<file path="src/rtl/afe_stream_sequencer_pkg.sv">
// Shared constants, state encoding and helpers for the AFE streaming
// frame scheduler.
package afe_stream_sequencer_pkg;

  localparam logic [7:0] AFE_RES0 = 8'h2A;
  localparam logic [7:0] AFE_RES1 = 8'h2B;
  localparam logic [7:0] AFE_RES2 = 8'h2C;
  localparam logic [7:0] AFE_RES3 = 8'h2D;
  localparam logic [7:0] AFE_RES4 = 8'h2E;
  localparam logic [7:0] AFE_RES5 = 8'h2F;
  localparam logic [7:0] AFE_DIAG = 8'h30;

  localparam int CH_W  = 3;
  localparam int TMO_W = 12;

  typedef enum logic [2:0] {
    ST_IDLE,
    ST_ISSUE,
    ST_WAIT,
    ST_STORE,
    ST_DONE
  } seq_state_e;

  // Register addresses wrap modulo 256 on purpose.
  function automatic logic [7:0] chan_addr(
    input logic [7:0]      base,
    input logic [CH_W-1:0] ch
  );
    return base + {{(8-CH_W){1'b0}}, ch};
  endfunction

endpackage

</file>
<file path="src/rtl/afe_rdy_sync.sv">
// Two-flop synchronizer with rising-edge pulse for asynchronous AFE
// status pins (ADC_RDY, diag-end).
module afe_rdy_sync (
  input  logic clk,
  input  logic in_reset,
  input  logic in_pin,
  output logic out_rise
);

  logic s1_q, s2_q, s3_q;

  always_ff @(posedge clk) begin
    if (in_reset) begin
      s1_q <= 1'b0;
      s2_q <= 1'b0;
      s3_q <= 1'b0;
    end else begin
      s1_q <= in_pin;
      s2_q <= s1_q;
      s3_q <= s2_q;
    end
  end

  assign out_rise = s2_q & ~s3_q;

endmodule

</file>
<file path="src/rtl/afe_stream_sequencer.sv">
// Data-ready driven frame scheduler: reads NUM_CH AFE result registers
// over SPI on each ADC_RDY rise and streams them into sample RAM.
module afe_stream_sequencer
  import afe_stream_sequencer_pkg::*;
#(
  parameter int         NUM_CH    = 6,
  parameter logic [7:0] BASE_ADDR = AFE_RES0,
  parameter int         DATA_W    = 24,
  parameter int         RAM_AW    = 10,
  parameter int         TMO_CYC   = 4095
) (
  input  logic              clk,
  input  logic              in_reset,
  input  logic              in_stream_en,
  input  logic              in_afe_adc_rdy,
  input  logic              in_clear_flags,
  output logic              out_read_begin,
  output logic [7:0]        out_spi_addr,
  input  logic              in_read_write_done,
  input  logic [DATA_W-1:0] in_spi_rdata,
  output logic              out_ram_we,
  output logic [RAM_AW-1:0] out_ram_addr,
  output logic [DATA_W-1:0] out_ram_data,
  output logic              out_frame_done,
  output logic              out_overrun,
  output logic              out_timeout,
  output logic              out_busy
);

  seq_state_e        state_q;
  logic [CH_W-1:0]   ch_q, ch_d;
  logic [RAM_AW-1:0] ptr_q, ptr_d;
  logic [TMO_W-1:0]  tmo_q, tmo_d;
  logic [DATA_W-1:0] data_q;
  logic              rdy_evt;
  logic              last_ch;
  logic              tmo_hit;

  afe_rdy_sync u_rdy_sync (
    .clk      (clk),
    .in_reset (in_reset),
    .in_pin   (in_afe_adc_rdy),
    .out_rise (rdy_evt)
  );

  assign ch_d    = ch_q + 1'b1;
  assign ptr_d   = ptr_q + 1'b1;
  assign tmo_d   = tmo_q + 1'b1;
  assign last_ch = (ch_q == CH_W'(NUM_CH - 1));
  // A done pulse in the expiry cycle still counts as success.
  assign tmo_hit = (state_q == ST_WAIT) && !in_read_write_done
                && (tmo_q == TMO_W'(TMO_CYC));
  assign out_busy = (state_q != ST_IDLE);

  always_ff @(posedge clk) begin
    if (in_reset) begin
      state_q        <= ST_IDLE;
      ch_q           <= '0;
      ptr_q          <= '0;
      tmo_q          <= '0;
      data_q         <= '0;
      out_read_begin <= 1'b0;
      out_spi_addr   <= '0;
      out_ram_we     <= 1'b0;
      out_ram_addr   <= '0;
      out_ram_data   <= '0;
      out_frame_done <= 1'b0;
      out_overrun    <= 1'b0;
      out_timeout    <= 1'b0;
    end else begin
      out_read_begin <= 1'b0;
      out_ram_we     <= 1'b0;
      out_frame_done <= 1'b0;

      if (rdy_evt && (state_q != ST_IDLE)) out_overrun <= 1'b1;
      else if (in_clear_flags)             out_overrun <= 1'b0;

      if (tmo_hit)             out_timeout <= 1'b1;
      else if (in_clear_flags) out_timeout <= 1'b0;

      unique case (state_q)
        ST_IDLE: begin
          if (rdy_evt && in_stream_en) begin
            ch_q    <= '0;
            state_q <= ST_ISSUE;
          end
        end
        ST_ISSUE: begin
          out_read_begin <= 1'b1;
          out_spi_addr   <= chan_addr(BASE_ADDR, ch_q);
          tmo_q          <= '0;
          state_q        <= ST_WAIT;
        end
        ST_WAIT: begin
          if (in_read_write_done) begin
            data_q  <= in_spi_rdata;
            state_q <= ST_STORE;
          end else if (tmo_hit) begin
            state_q <= ST_IDLE;
          end else begin
            tmo_q <= tmo_d;
          end
        end
        ST_STORE: begin
          out_ram_we   <= 1'b1;
          out_ram_addr <= ptr_q;
          out_ram_data <= data_q;
          ptr_q        <= ptr_d;
          if (last_ch)            state_q <= ST_DONE;
          else if (!in_stream_en) state_q <= ST_IDLE;
          else begin
            ch_q    <= ch_d;
            state_q <= ST_ISSUE;
          end
        end
        ST_DONE: begin
          out_frame_done <= 1'b1;
          state_q        <= ST_IDLE;
        end
        default: state_q <= ST_IDLE;
      endcase
    end
  end

endmodule

</file>
<file path="config.mk">
export PLATFORM = sky130hd
export DESIGN_NAME = afe_stream_sequencer
export DESIGN_NICKNAME = d
export VERILOG_FILES = /design/src/rtl/afe_stream_sequencer_pkg.sv /design/src/rtl/afe_rdy_sync.sv /design/src/rtl/afe_stream_sequencer.sv
export SDC_FILE = /design/constraint.sdc
export NUM_CORES = 1
export LEC_CHECK = 0
export CORE_ASPECT_RATIO = 0.75
export CORE_UTILIZATION = 40
export CTS_CLUSTER_DIAMETER = 120
export CTS_CLUSTER_SIZE = 25
export DETAILED_ROUTE_END_ITERATION = 7
export PLACE_DENSITY = 0.63
export SYNTH_ARGS = -nofsm -noshare
export SYNTH_HDL_FRONTEND = slang
export SYNTH_HIERARCHICAL = 1
export SYNTH_SLANG_ARGS = --single-unit
</file>
<file path="constraint.sdc">
create_clock -name clk -period 1.9 [get_ports clk]
set_input_delay 0.19 -clock clk [delete_from_list [all_inputs] [get_ports clk]]
set_output_delay 0.19 -clock clk [all_outputs]
set_load 0.01 [all_outputs]
</file>
# --- Yosys cells after proc, flatten, opt, wreduce, memory -nomap -nowiden ---
# Index checks and enable logic that the tools add are counted.
word_totals:
  register_bits: 102
  inputBits: 30
  output_inout_bits: 48
  word_cells: 68
classes:
  n_addsub: 4
  n_eq_ne: 12
  mux: 19
  n_bitwise: 2
  reduce_logical: 15
op_table:
  columns: ["cell", "count"]
  rows:
  - ["$mux 12", 2]
  - ["$pmux 12 s2", 1]
  - ["$mux 3", 7]
  - ["$add 12x1->12 const B", 1]
  - ["$eq 12x12->1 const B", 1]
  - ["$pmux 3 s4", 1]
  - ["$add 10x1->10 const B", 1]
  - ["$ne 2x2->1 const B", 5]
  - ["$reduce_bool 2->1", 4]
  - ["$add 6x3->7 const A", 1]
  - ["$mux 1", 7]
  - ["$eq 3x2->1 const B", 2]
  - ["$eq 3x3->1 const B", 2]
  - ["$pmux 3 s2", 1]
  - ["$logic_and 1x1->1", 4]
  - ["$reduce_and 2->1", 2]
  - ["$reduce_and 4->1", 1]
  - ["$add 3x1->3 const B", 1]
  - ["$eq 3x1->1 const B", 1]
  - ["$logic_not 3->1", 1]
  - ["$ne 3x3->1 const B", 1]
  - ["$reduce_and 3->1", 1]
  - ["$reduce_bool 3->1", 1]
  - ["$and 1x1->1", 1]
  - ["2 further kinds", 2]

# --- Logic depth before layout (Yosys ltp) ---
# Gate-level depths: netlist of the first run.
logic_depth:
  ltp_word: 6
  ltp_mapped: 7
  ltp_nobuf: 6

# --- Hierarchy ---
# The synthesis of the first run kept the hierarchy.
modules_own_cells:
  columns: ["module", "n_inst", "cells_each", "area_each_um2", "seq_area_each_um2"]
  rows:
  - ["afe_stream_sequencer", 1, 455, 3737.3, 1941.9]
  - ["afe_rdy_sync", 1, 7, 87.6, 60.1]

# --- Worst setup path after synthesis of the first run ---
# No wires, ideal clock.
synth_path:
  path_type: "reg-to-reg"
  from: "reg tmo_q[0]"
  to: "reg state_q[1]"
  setup_ps: 120
  arrival_ps: 1900
  required_ps: 1780
  path_slack_ps: -120
  stages_incl_launch_ff: 8
  n_path_buf: 2
  synth_period_minus_slack_ps: 2020
  cell_sequence: "dfxtp_1 -> ha_1 -> and4_1 -> clkbuf_1 -> nor4b_1 -> buf_2 -> nor2_1 -> o31a_1"
synth_between:
  elab_chain_cells: 4
synth_lines:
  columns: ["element", "line", "source"]
  rows:
  - ["start, declared", "afe_stream_sequencer.sv:33", "logic [TMO_W-1:0] tmo_q, tmo_d;"]
  - ["start signal, assigned", "afe_stream_sequencer.sv:101", "tmo_q <= tmo_d;"]
  - ["$eq 12x12->1", "afe_stream_sequencer.sv:52", "&& (tmo_q == TMO_W'(TMO_CYC));"]
  - ["$logic_and 1x1->1", "afe_stream_sequencer.sv:52", null]
  - ["$ne 3x3->1 (no source line)", null, null]
  - ["$reduce_and 2->1 (no source line)", null, null]
  - ["end signal, assigned", "afe_stream_sequencer.sv:57", "state_q <= ST_IDLE;"]
  - ["end signal, assigned", "afe_stream_sequencer.sv:85", "state_q <= ST_ISSUE;"]
  - ["end signal, assigned", "afe_stream_sequencer.sv:92", "state_q <= ST_WAIT;"]
  - ["end, declared", "afe_stream_sequencer.sv:30", "seq_state_e state_q;"]
# No other way between the ends.
# A chain may end at the register's enable or synchronous reset.

# --- Worst setup path after layout of the first run ---
layout_path:
  from: "reg state_q[0]"
  to: "reg tmo_q[7]"
layout_between:
  elab_chain_cells: 5
  elab_cells_between_ends: 9
  cone_classes: "eq/ne: 4; mux: 1; reduce/logical: 4"
layout_lines:
  columns: ["element", "line", "source"]
  rows:
  - ["$eq 3x2->1", "afe_stream_sequencer.sv:51, afe_stream_sequencer.sv:81", null]
  - ["$logic_and 1x1->1", "afe_stream_sequencer.sv:51", "assign tmo_hit = (state_q == ST_WAIT) && !in_read_write_done"]
  - ["$logic_and 1x1->1", "afe_stream_sequencer.sv:52", null]
  - ["$ne 2x2->1 (no source line)", null, null]
  - ["$reduce_and 3->1 (no source line)", null, null]
# Several ways; a longest one is shown, not always the timed one.

==> results of run 1 <==
per-stage QoR:
stage	std cells	setup TNS, ns	cell area [µm²]	power, mW
2_1_floorplan	463	-0.04999	3842	2.215
4_1_cts	671	-0.01724	5109	4.183
3_3_place_gp	656	-0.9176	4786	2.306
6_report	671	-0.04683	5125	4.135
3_5_place_dp	656	-1.088	4786	2.308
5_1_grt	671	-0.1342	5125	4.280
registers in the layout, indices dropped and copies added, names as in the netlist, 3 cells and up:
register / count
out_ram_data: 24
out_spi_addr: 6
ptr_q: 10
tmo_q: 12
state_q: 3
ch_q: 3
data_q: 24
out_ram_addr: 10
synthesized netlist by cell type (all sizes together), types with 3 or more instances:
cell type  count
nor4b          3
or3            8
ha             5
mux2i          3
nor2          20
buf           10
nor2b          4
nor3           7
nand2        136
or4            5
nand4b         3
dfxtp        100
o21ai          8
xnor2          6
a21oi         66
nand3          4
nand4          5
inv            8
clkbuf        21
xor2           5
path summary, 6_finish.rpt:
| check | endpoint | cells past startpoint |
|---|---|---|
| max | tmo_q[7] | 4 |
| min | out_spi_addr[4] | 2 |
| max reg2reg | tmo_q[7] | 4 |
| min reg2reg | out_ram_data[1] | 2 |
area by class of cell:
cell class	count	area, µm²
clock buffer	12	266.5
clock inverter	3	43.79
fill	897	4034
inverter	8	30.03
multi-input combinational	324	1704
sequential	100	2004
tap	128	160.2
timing repair buffer	96	915.9
logic make-up after synthesis:
kind of cell,Yosys count,share of synthesized area (%)
DFF,100,52.34
xor gates and xnor gates,11,2.519
AOI/OAI and AO/OA,95,14.13
muxes,3,0.7851
other,1,0.09804
buffers and inverters,39,4.089
and+or+nand+nor,208,24.40
adders and majority gates,5,1.636
where the power goes:
part	total [mW]	internal, mW	switching [mW]
combinational	0.154	0.0797	0.0744
sequential	2.11	2.10	0.00429
clock	1.87	1.12	0.749
total	4.13	3.31	0.827
repair_timing:
| item | 4_1_cts | 5_1_grt |
|---|---|---|
| pin swaps | 0 | 4 |
| endpoints found under the setup margin | 3 | 11 |
| gates resized for setup | 3 | 4 |
routing by layer:
layer | routed length, µm | vias to the layer above | global-route usage (%)
li1 | - | 1711 | -
met1 | 4299 | 1548 | 25.05
met2 | 3859 | 67 | 27.82
met3 | 396 | 12 | 4.685
met4 | 108 | 0 | 6.848
met5 | 0 | - | 0
==> impl_results.md, run 1 <==
- Status: complete, but fails checks
- Failing checks: negative setup slack
- N_diodes: 0
- Nets: 574
- Hold slack: 0.1515 ns
- Row count: 30
- Clk buf depth: 2
- Cells after Synth: 462
- Port Buffer Count: 75
- CTS tree: done
- Flops & latches, synth: 100
- Post-CTS setup buffers: 0
- R2R Setup Slk: -0.04 ns
- # DRC: 0
- Critical R2R Launch: state_q[0]
- Fin. Hold Viols: 0
- Hold path startpoint: in_reset
- GRT Total Usage: 18.31%
- Clk pin slew, worst setup/hold paths: 0.07 ns
- Vias/cell: 4.975
- Endpoints failing setup: 2
- Slew headroom: 54.88%
- Area growth, synth to finish: 33.99%
- Die height: 86.69 µm
- Pwr dens: 806.8 nW/µm²
- Worst Slack Setup Final: -0.03565 ns
- Leak: 1.732 nW
- Commonest cells after routing, fill and taps aside: 136 x nand2_1, 98 x dfxtp_1, 74 x clkdlybuf4s50_1
- Final ANT Viol Nets: 0
- Via count: 3,338
- Post-Syn Area per Cell: 8.279 µm²
- Number of enable flip-flop cells after synthesis: 0
- Crit Path Category: flip-flop to flip-flop
- Max Transition Viols Final: 0
- Peak Freq: 516.6 MHz
- RSZ-0062 raised after global routing: yes
- Synth warn: 6
- Area share of the largest cell type after synthesis: 52.34%
- Slowest stage cell, crit path: or4b_4
- Crit path max fanout: 3
- Starting DRC count in detailed routing: 121
- Crit. Startpoint: state_q[0]
- TritonCTS Buffers: 9
- Least-Margin Pin Slew: 0.6743 ns
- Register area share after synthesis: 52.34%
- Worst Skew: 0.005220 ns
- GPL Wtd Cong: 0.7978
- Post-Syn Area: 3825 µm²
- Synth cell types: 48
- Initial antenna violation count: 0
- HP Class: input pin to flip-flop
- Post-layout util: 55.96%
- CP bufs+invs: 0
- Post-DR wirelength/cell: 12.91 µm
- I/O pin count: 78
- GRT overflow: 0
- Crit. End Element: flip-flop
- First drt pass iteration count: 7
- Core ar.: 9159 µm²
- VDD IR max: 481.6 µV
- Die area: 9961 µm²
- Most common cell after layout, fill and taps aside: nand2_1
- First-pass GRT wire length: 14,190 µm
- Cells along the critical path: or4b_4 > or4_4 > or3_1 > a21oi_1
- Min cycle time layout: 1.936 ns
- Top cells by area, synth: dfxtp_1 52%, nand2_1 13%, a21oi_1 8.6%, clkbuf_1 2.1%, nor2_1 2.0%
- Clk_lat worst skew: 0.34 ns
- Clock sinks: 100
- Share of cells above drive strength 1: 8.840%
- CP Launch Type: flip-flop
- Hpwl dp: 5837 µm
- H-tree Lvls: 3
- CP delay by family, top: simple AND/OR/NAND/NOR gates
- Period utilisation layout: 101.9%
- WL final: 8664 µm
- Asr flop ratio synth: 0%
- Max-Cap Viols: 0
- Die W: 114.9 µm
- Critical Path AT: 2.20 ns
- Largest net degree at the start of global routing: 49
- Largest area contributor in the netlist: dfxtp_1
- Hold_buf cts: 0
- Place WS: -0.3844 ns
- Root buffer cell: clkbuf_16
- CP required: 2.17 ns
- Main synth FF type: dfxtp_1
- Max stage delay on crit path: 0.55 ns
- Starting Density: 41.76%
- Vias in the first global route: 3,012
Power figures use the tool's default switching activity.
==> run 2: changes to the inputs <==
- CTS_CLUSTER_SIZE: 25 -> 30
- SKIP_CTS_REPAIR_TIMING: default -> 1
==> impl_results.md, run 2 (synthesis gave the netlist of run 1 again) <==
- Hpwl dp: 5837 µm
- GRT overflow: 0
- Via count: 3,334
- TritonCTS Buffers: 9
- Die W: 114.9 µm
- Area growth, synth to finish: 33.99%
- Leading registers by flop count: data_q (24), out_ram_data (24), tmo_q (12)
- GPL Wtd Cong: 0.7978
- Non-Filler Instances: 671
- Max-Cap Viols: 0
- First drt pass iteration count: 4
- Post-route setup TNS: -0.03126 ns
- Nets: 574
- H-tree Lvls: 3
- Slew headroom: 57.01%
- Die area: 9961 µm²
- Largest net degree at the start of global routing: 49
- Die height: 86.69 µm
- Status: complete, but fails checks
- Hold path startpoint: in_reset
- Min cycle time layout: 1.928 ns
- RSZ-0062 raised after global routing: yes
- Initial antenna violation count: 0
- Placed cell count: 656
- Row count: 30
- Share of cells above drive strength 1: 8.840%
- Post-DR wirelength/cell: 12.92 µm
- Max Transition Viols Final: 0
- Critical R2R Launch: state_q[2]
- Core ar.: 9159 µm²
- First-pass GRT wire length: 14,080 µm
- Endpoints failing setup: 2
- Starting Density: 41.76%
- Vias in the first global route: 3,005
- Place WS: -0.3844 ns
- Critical Path AT: 2.20 ns
- Vias/cell: 4.969
- R2R Setup Slk: 0 ns
- Starting DRC count in detailed routing: 154
- Crit Path Category: input pin to flip-flop
- Pwr dens: 806.6 nW/µm²
- Period utilisation layout: 101.5%
- Most common cell after layout, fill and taps aside: nand2_1
- CP required: 2.17 ns
- I/O pin count: 78
- CTS tree: done
- Failing checks: negative setup slack
- Crit path max fanout: 3
- Clock sinks: 100
- Hold path depth: 2
- # DRC: 0
- Final ANT Viol Nets: 0
- CP Launch Type: input pin
- Worst Skew: 0.006056 ns
- Commonest cells after routing, fill and taps aside: 136 x nand2_1, 98 x dfxtp_1, 74 x clkdlybuf4s50_1
- GRT Total Usage: 18.19%
- Worst R2R Path Depth: 4
- HP Class: input pin to flip-flop
- Worst R2R End: tmo_q[7]
- Clk buf depth: 2
- VDD IR max: 482.5 µV
- WL final: 8670 µm
- Clk pin slew, worst setup/hold paths: 0.07 ns
- Leak: 1.732 nW
- Crit. End Element: flip-flop
- Worst Slack Setup Final: -0.02776 ns
- Least-Margin Pin Slew: 0.6425 ns
- Hold slack: 0.1503 ns
- Hold EP: out_spi_addr[4]
- Total Power: 4.134 mW
- Clk_lat worst skew: 0.34 ns
- Peak Freq: 518.7 MHz
- Fin. Hold Viols: 0
- Port Buffer Count: 75
- Root buffer cell: clkbuf_16
- N_diodes: 0
==> run 2: per-layer routing <==
metal | vias up | wire [µm] | GRT usage (%)
met5 | - | 0 | 0
met4 | 0 | 107 | 6.848
met3 | 10 | 410 | 4.615
met2 | 77 | 3856 | 27.66
met1 | 1537 | 4296 | 24.88
li1 | 1710 | - | -
==> run 2: area by class of cell <==
| cell class | instances | area, µm² |
|---|---|---|
| timing repair buffer | 96 | 915.9 |
| clock buffer | 12 | 266.5 |
| inverter | 8 | 30.03 |
| multi-input combinational | 324 | 1704 |
| sequential | 100 | 2004 |
| clock inverter | 3 | 43.79 |
| fill | 900 | 4034 |
| tap | 128 | 160.2 |
==> run 2: worst max-delay path, stage by stage <==
cell and delay (ns):
clkdlybuf4s50_1 0.45, or4b_4 0.57, or4_4 0.53, or3_1 0.31
a21oi_1 0.15
==> run 2: worst max path at each step <==
| stage | start | to | slack, ns | cells after the start |
|---|---|---|---|---|
| 3_3_place_gp | in_read_write_done | tmo_q[7] | -0.33 | 5 |
| 4_1_cts | state_q[0] | tmo_q[7] | -0.07 | 4 |
| 6_report | in_read_write_done | tmo_q[7] | -0.03 | 5 |
| 2_1_floorplan | state_q[0] | tmo_q[7] | -0.03 | 5 |
| 3_5_place_dp | in_read_write_done | tmo_q[7] | -0.38 | 5 |
| 5_1_grt | in_read_write_done | tmo_q[7] | -0.06 | 5 |
==> run 2: power breakdown <==
part	internal [mW]	leakage, nW	switching, mW
clock	1.12	0.155	0.748
sequential	2.10	0.807	0.00428
combinational	0.0796	0.770	0.0740
==> run 2: per-stage QoR <==
stage          instance area (µm²)  utilization (%)
2_1_floorplan                 3842                -
3_3_place_gp                  4786            52.25
3_5_place_dp                  4786            52.25
4_1_cts                       5096            55.64
5_1_grt                       5125            55.96
6_report                      5125            55.96
